`config.mk`:
```
export PLATFORM = sky130hd
export DESIGN_NAME = rdback_serializer
export DESIGN_NICKNAME = d
export VERILOG_FILES = /design/src/rtl/rdback_serializer.sv
export SDC_FILE = /design/constraint.sdc
export NUM_CORES = 1
export LEC_CHECK = 0
export ABC_AREA = 1
export CORE_UTILIZATION = 47
export DETAILED_ROUTE_END_ITERATION = 7
export PLACE_DENSITY_LB_ADDON = 0.2
export SLEW_MARGIN = 0
export SYNTH_ARGS = -nofsm -noshare
export SYNTH_HDL_FRONTEND = slang
export SYNTH_SLANG_ARGS = --single-unit
```
`constraint.sdc`:
```
create_clock -name clk -period 1.9 [get_ports clk]
set_clock_uncertainty 0.05 [all_clocks]
set_input_delay 0.19 -clock clk [delete_from_list [all_inputs] [get_ports clk]]
set_output_delay 0.19 -clock clk [all_outputs]
set_load 0.005 [all_outputs]
```
`src/rtl/rdback_serializer.sv`:
```
// ----------------------------------------------------------------------------
// rdback_serializer
//
// Drains the readback FIFO written by the DFI read-capture stage. Each read
// word is 4*DQ_WIDTH bits wide. The block cuts each word into NUM_CHUNKS beats
// of OUT_WIDTH bits and sends them to the host-link transmit path over a
// valid/ready handshake. The lowest chunk is sent first.
//
// Input side: standard (non-FWFT) FIFO read protocol. rdback_fifo_rddata is
// valid in the cycle after the rdback_fifo_rden pulse.
//
// Output side: out_valid / out_ready / out_data / out_last. out_last marks the
// final beat of each word. rdback_word_cnt counts fully transmitted words and
// wraps at 2^32.
//
// Build option:
//   RDBACK_BYTE_SWAP_EN - when defined, the bytes inside each output beat are
//                         reversed for the little-endian host path. Control
//                         timing is the same in both builds.
//
// Parameter constraints:
//   4*DQ_WIDTH must be an integer multiple (>= 2) of OUT_WIDTH.
//   OUT_WIDTH must be a multiple of 8.
// ----------------------------------------------------------------------------
module rdback_serializer #(
    parameter int DQ_WIDTH  = 64,
    parameter int OUT_WIDTH = 32
) (
    input  logic                    clk,
    input  logic                    rst_n,
    input  logic                    rdback_fifo_empty,
    input  logic [4*DQ_WIDTH-1:0]   rdback_fifo_rddata,
    output logic                    rdback_fifo_rden,
    output logic                    out_valid,
    input  logic                    out_ready,
    output logic [OUT_WIDTH-1:0]    out_data,
    output logic                    out_last,
    output logic [31:0]             rdback_word_cnt
);

    // ------------------------------------------------------------------------
    // Derived sizes
    // ------------------------------------------------------------------------
    localparam int WORD_W     = 4 * DQ_WIDTH;
    localparam int NUM_CHUNKS = WORD_W / OUT_WIDTH;
    localparam int IDX_W      = (NUM_CHUNKS > 1) ? $clog2(NUM_CHUNKS) : 1;
    localparam int BEAT_BYTES = OUT_WIDTH / 8;

    localparam logic [IDX_W-1:0] LAST_IDX = IDX_W'(NUM_CHUNKS - 1);

    // ------------------------------------------------------------------------
    // Sequencer states
    //   IDLE  : waiting for the FIFO to hold a word
    //   FETCH : FIFO read data is on the bus this cycle; capture it
    //   SEND  : present the captured word one beat at a time
    // ------------------------------------------------------------------------
    typedef enum logic [1:0] {
        ST_IDLE  = 2'd0,
        ST_FETCH = 2'd1,
        ST_SEND  = 2'd2
    } state_t;

    // ------------------------------------------------------------------------
    // Helpers
    // ------------------------------------------------------------------------

    // Pick chunk idx out of a full read word. This is written as an AND-OR
    // mux so that the index never drives a variable part-select directly.
    function automatic logic [OUT_WIDTH-1:0] select_chunk(
        input logic [WORD_W-1:0] word,
        input logic [IDX_W-1:0]  idx
    );
        logic [OUT_WIDTH-1:0] chunk;
        chunk = '0;
        for (int i = 0; i < NUM_CHUNKS; i++) begin
            chunk = chunk | (word[i*OUT_WIDTH +: OUT_WIDTH] &
                             {OUT_WIDTH{idx == IDX_W'(i)}});
        end
        return chunk;
    endfunction

    // Put a chunk into host byte order. The swap build reverses the bytes
    // inside the beat (byte 0 <-> byte BEAT_BYTES-1). The default build sends
    // the chunk unchanged.
    function automatic logic [OUT_WIDTH-1:0] format_beat(
        input logic [OUT_WIDTH-1:0] chunk
    );
        logic [OUT_WIDTH-1:0] beat;
`ifdef RDBACK_BYTE_SWAP_EN
        beat = '0;
        for (int b = 0; b < BEAT_BYTES; b++) begin
            beat[b*8 +: 8] = chunk[(BEAT_BYTES-1-b)*8 +: 8];
        end
`else
        beat = chunk;
`endif
        return beat;
    endfunction

    // ------------------------------------------------------------------------
    // State
    // ------------------------------------------------------------------------
    state_t                 state_q,     state_d;
    logic [IDX_W-1:0]       chunk_idx_q, chunk_idx_d;
    logic [WORD_W-1:0]      buffer_q,    buffer_d;
    logic [31:0]            word_cnt_q,  word_cnt_d;
    logic                   out_valid_q, out_valid_d;
    logic                   out_last_q,  out_last_d;
    logic [OUT_WIDTH-1:0]   out_data_q,  out_data_d;

    logic                   rden_s;
    logic                   handshake_s;
    logic                   last_beat_s;
    logic [IDX_W-1:0]       next_idx_s;

    // Next-state, next-output and FIFO read strobe for the sequencer
    always_comb begin
        state_d     = state_q;
        chunk_idx_d = chunk_idx_q;
        buffer_d    = buffer_q;
        word_cnt_d  = word_cnt_q;
        out_valid_d = out_valid_q;
        out_last_d  = out_last_q;
        out_data_d  = out_data_q;
        rden_s      = 1'b0;

        handshake_s = out_valid_q & out_ready;
        last_beat_s = (chunk_idx_q == LAST_IDX);
        next_idx_s  = chunk_idx_q + IDX_W'(1);

        case (state_q)
            ST_IDLE: begin
                // A word waiting in IDLE is requested in the same cycle.
                if (!rdback_fifo_empty) begin
                    rden_s  = 1'b1;
                    state_d = ST_FETCH;
                end else begin
                    state_d = ST_IDLE;
                end
            end

            ST_FETCH: begin
                // The read data arrives this cycle. Capture the whole word
                // and load beat 0 directly into the output register, so the
                // first beat is valid on the next cycle.
                buffer_d    = rdback_fifo_rddata;
                chunk_idx_d = '0;
                out_valid_d = 1'b1;
                out_data_d  = format_beat(select_chunk(rdback_fifo_rddata, '0));
                // A word always has at least two chunks, so beat 0 is never
                // the last beat.
                out_last_d  = 1'b0;
                state_d     = ST_SEND;
            end

            ST_SEND: begin
                if (handshake_s) begin
                    if (last_beat_s) begin
                        // The word is finished. Count it. Then either chain
                        // straight into the next word, or go back to IDLE.
                        word_cnt_d  = word_cnt_q + 32'd1;
                        chunk_idx_d = '0;
                        out_valid_d = 1'b0;
                        out_last_d  = 1'b0;
                        out_data_d  = '0;
                        if (!rdback_fifo_empty) begin
                            rden_s  = 1'b1;
                            state_d = ST_FETCH;
                        end else begin
                            state_d = ST_IDLE;
                        end
                    end else begin
                        chunk_idx_d = next_idx_s;
                        out_data_d  = format_beat(select_chunk(buffer_q, next_idx_s));
                        out_last_d  = (next_idx_s == LAST_IDX);
                        state_d     = ST_SEND;
                    end
                end else begin
                    // Stalled. Every output holds its value until the beat
                    // is accepted.
                    state_d = ST_SEND;
                end
            end

            default: begin
                // An illegal state code recovers to a clean IDLE.
                state_d     = ST_IDLE;
                chunk_idx_d = '0;
                out_valid_d = 1'b0;
                out_last_d  = 1'b0;
                out_data_d  = '0;
            end
        endcase
    end

    // Sequencer state, beat index, word buffer, word counter and output
    // registers
    always_ff @(posedge clk or negedge rst_n) begin
        if (!rst_n) begin
            state_q     <= ST_IDLE;
            chunk_idx_q <= '0;
            buffer_q    <= '0;
            word_cnt_q  <= 32'd0;
            out_valid_q <= 1'b0;
            out_last_q  <= 1'b0;
            out_data_q  <= '0;
        end else begin
            state_q     <= state_d;
            chunk_idx_q <= chunk_idx_d;
            buffer_q    <= buffer_d;
            word_cnt_q  <= word_cnt_d;
            out_valid_q <= out_valid_d;
            out_last_q  <= out_last_d;
            out_data_q  <= out_data_d;
        end
    end

    // Output drive. The read strobe is combinational, so a waiting word is
    // requested in the same cycle. It is qualified by rst_n so that no strobe
    // reaches the FIFO while the block is held in reset.
    always_comb begin
        rdback_fifo_rden = rden_s & rst_n;
        out_valid        = out_valid_q;
        out_last         = out_last_q;
        out_data         = out_data_q;
        rdback_word_cnt  = word_cnt_q;
    end

endmodule

```
==> run_results.csv <==
group,metric,value,unit
sta,rsz0062_at_grt,"yes",
yosys,synth-main-ff-cell,"dfrtp_1",
clock_tree,cts_tree,"done",
worst_setup_path,r2r_slack,0,ns
finish,stdcell_count,2858,
finish,fin_nets,2661,
yosys,synth_fa_ha_area_share,0.884,%
sta,hold_ws,0.164,ns
finish,final_cell_mix,"nand2_1 (1150), dfrtp_1 (327), clkdlybuf4s50_1 (324), nand3_1 (271), nor2_1 (89)",
worst_hold_path,whs_path_depth,3,
clock_tree,clkTransAtPathRegs,0.06,ns
yosys,syn_inst,2083,
worst_setup_path,required,1.66,ns
floorplanning,die_w,184,um
global_route,grt_use_total,28.0,%
clock_tree,clk-insertion-delay-late,0.51,ns
sta,slew_violations,0,
pwr,swShare,37.4,%
worst_setup_path,cp-end-kind,"output pin",
yosys,synth_compound_area_share,0.466,%
global_route,grt-busiest-layer,"met2",
worst_setup_path,worstReg2RegEnd,"out_data[1]$_DFFE_PN0P_",
clock_tree,clock_path_buffers,3,
route,wl_per_cell,16.4,um
route,antenna_left,0,
yosys,netlist_area,15600,sq um
floorplanning,initial_core_util,47.9,%
floorplanning,io_pins,327,
sta,slew_headroom,47.7,%
sta,fin_crit_sh,104,%
placed_design,place_hpwl,30.7,mm
yosys,yosys_warnings,0,
route,finalWirelength,46.8,mm
global_route,grtUsageMet2,45.5,%
pwr,seqPwrFrac,35.8,%
placed_design,gp_congestion,0.841,
yosys,yosys.area.top_type,"dfrtp_1",
pwr,comb_power_share,40.6,%
outcome,outcome,"complete, but fails checks",
worst_setup_path,crit_type,"flip-flop to output pin",
yosys,synth_edf_count,0,
placed_design,postPlaceCellArea,19600,sq um
pwr,p_clk_share,23.6,%
sta,fin_ws,-0.0741,ns
route,viasPerCell,5.16,
global_route,grt_pass1_wl,75.2,mm
yosys,muxShareOfSynthArea,0.0723,%
job,drv_cap,0,
route,firstDrtPassIters,5,
finish,final_util,64.8,%
yosys,mappedNetlistNets,2354,
yosys,synthArstFlopShare,100,%
pwr,p_leak,10.4,nW
worst_setup_path,cp.arrival,1.73,ns
placed_design,placed_cells,2781,
sta,finalCriticalPeriod,1.97,ns
placed_design,pre_cts_ws,-0.0353,ns
finish,drive_gt1_share,6.75,%
pwr,p_switching,0.0116,W
global_route,grt_pass1_vias,14500,
floorplanning,coreArea,32500,sq um
sta,worstMarginPinSlew,0.784,ns
yosys,seq_area_frac_synth,52.6,%
global_route,use_met1,38.8,%
global_route,antenna_found_initial,3,
sta,setup_violations,2,
yosys,synth_cell_types,34,
finish,design_area,21100,sq um
pwr,peakVddDrop,0.964,mV
finish,area_growth,35.4,%
yosys,synth_top_family_by_area,"simple AND/OR/NAND/NOR gates",
yosys,avgSynthCellArea,7.47,sq um
floorplanning,row_count,66,
clock_tree,h-tree-depth,2,
worst_setup_path,reg2reg_from,"chunk_idx_q[0]$_DFFE_PN0P_",
yosys,synth-seq-cells,327,
floorplanning,dieArea,33900,sq um
route,drt-initial-drc-count,1287,
outcome,violations,"negative setup slack",
worst_setup_path,endpoint,"rdback_fifo_rden",
yosys,netlist.area_leader.share,52.6,%
worst_setup_path,cp-start-kind,"flip-flop",
route,drcViolationCount,0,
worst_setup_path,path_max_fanout,2,
worst_hold_path,hold_path.class,"primary input to flip-flop",
clock_tree,cts-root-buf,"clkbuf_16",
route,vias,14800,
pwr,p_per_area,1470,nW/um^2
yosys,synth_xor_area_share,1.24,%
yosys,synthSimpleGateAreaFrac,40.4,%
yosys,synth_top_cells_by_area,"dfrtp_1 (53%), nand2_1 (28%), nand3_1 (8.7%), nor2_1 (2.3%), buf_2 (1.7%)",
floorplanning,die_h,184,um
sta,hold_viol,0,
placed_design,port_buffers,326,
pwr,p_int,0.0194,W
worst_setup_path,startpoint,"chunk_idx_q[0]$_DFFE_PN0P_",
clock_tree,cts_made_buffers,37,
sta,fmax,507,MHz
global_route,met3_usage,4.08,%
clock_tree,cts_sinks,327,
finish,layout_commonest_cell,"nand2_1",
worst_setup_path,worstRegToRegCells,12,
global_route,grt_overflow_total,0,
global_route,grt_max_degree,141,
-- timing repair --
action                                  in CTS  in global routing
endpoints found under the setup margin      10                 40
cloned                                       0                  3
endpoints found under the hold margin      327                  0
hold buffers                                 1                  0
pin swaps                                    4                 11
setup buffers                                5                  4
resized for setup                           11                 17
-- flip-flops by register name, indices dropped and copies added (netlist names) --
signal,count
rdback_word_cnt,32
chunk_idx_q,3
buffer_q,256
out_data,32
out_valid,1
out_last,1
state_q,2
-- worst min-delay path by stage --
stage | from | endpoint | slack, ns
after floorplan | rst_n | buffer_q[0]$_DFFE_PN0P_ | -0.16
after global placement | rst_n | buffer_q[163]$_DFFE_PN0P_ | 0.22
after detailed placement | rst_n | buffer_q[162]$_DFFE_PN0P_ | 0.22
after CTS | rdback_fifo_rddata[99] | buffer_q[99]$_DFFE_PN0P_ | 0.15
after global routing | rdback_fifo_rddata[62] | buffer_q[62]$_DFFE_PN0P_ | 0.17
final | rdback_fifo_rddata[99] | buffer_q[99]$_DFFE_PN0P_ | 0.16
-- critical path, stage by stage, from the launching register on --
cell      delay, ns
dfrtp_1        0.39
ha_2           0.20
ha_4           0.17
nand2_4        0.07
nor2_4         0.03
o21bai_1       0.17
nor2_1         0.05
buf_2          0.12
-- logic make-up (layout without fill, tap and decap cells) --
group / Yosys count / after routing
buffers and inverters: 163 / 494
other: 0 / 2
adder cells (fa/ha/maj): 11 / 11
flip-flops: 327 / 327
AO/OA/AOI/OAI: 11 / 11
XOR/XNOR: 22 / 22
multiplexers: 1 / 1
AND/OR/NAND/NOR: 1548 / 1548
-- per-stage QoR --
stage,power (W),TNS (ns)
floorplan,0.0182,0
global placement,0.0227,0
detailed placement,0.0230,-0.0651
CTS,0.0305,-0.0821
global route,0.0333,-3.05
finish,0.0309,-0.0743
-- layer usage --
| layer | up-vias | routed length [um] |
|---|---|---|
| li1 | 7107 | - |
| met1 | 7003 | 20300 |
| met2 | 565 | 21900 |
| met3 | 77 | 3440 |
| met4 | 2 | 1090 |
| met5 | - | 13 |
-- layout make-up --
class / instances / area [sq um]
flip-flops and latches: 327 / 8180
clock buffers: 51 / 1040
repair buffers: 392 / 4150
inverters: 39 / 161
well taps: 442 / 553
fillers: 2822 / 11400
clock inverters: 12 / 190
diodes: 2 / 5.00
multi-input cells: 1593 / 6800
-- synthesized netlist by cell type (2+ instances only) --
master    number
xnor2_1       11
xor2_1        11
inv_1         37
o21ai_0        3
nand4_1        9
nand3_4        2
nand3b_1       3
buf_2         53
nor2_2         6
clkbuf_1      54
ha_1          11
nand3_1      272
a21oi_1        2
nand3_2        2
buf_1         15
o31ai_1        2
nand2_1     1151
dfrtp_1      327
nor2_1        97
-- power by group through the flow --
| stage | Sequential, W | Combinational (W) | Clock, W |
|---|---|---|---|
| final | 0.0111 | 0.0126 | 0.00730 |
| after detailed placement | 0.0111 | 0.0119 | 0 |
| after global placement | 0.0111 | 0.0116 | 0 |
| after floorplan | 0.0107 | 0.00750 | 0 |
| after CTS | 0.0111 | 0.0120 | 0.00738 |
| after global routing | 0.0114 | 0.0142 | 0.00770 |
Power figures use the tool's default switching activity.
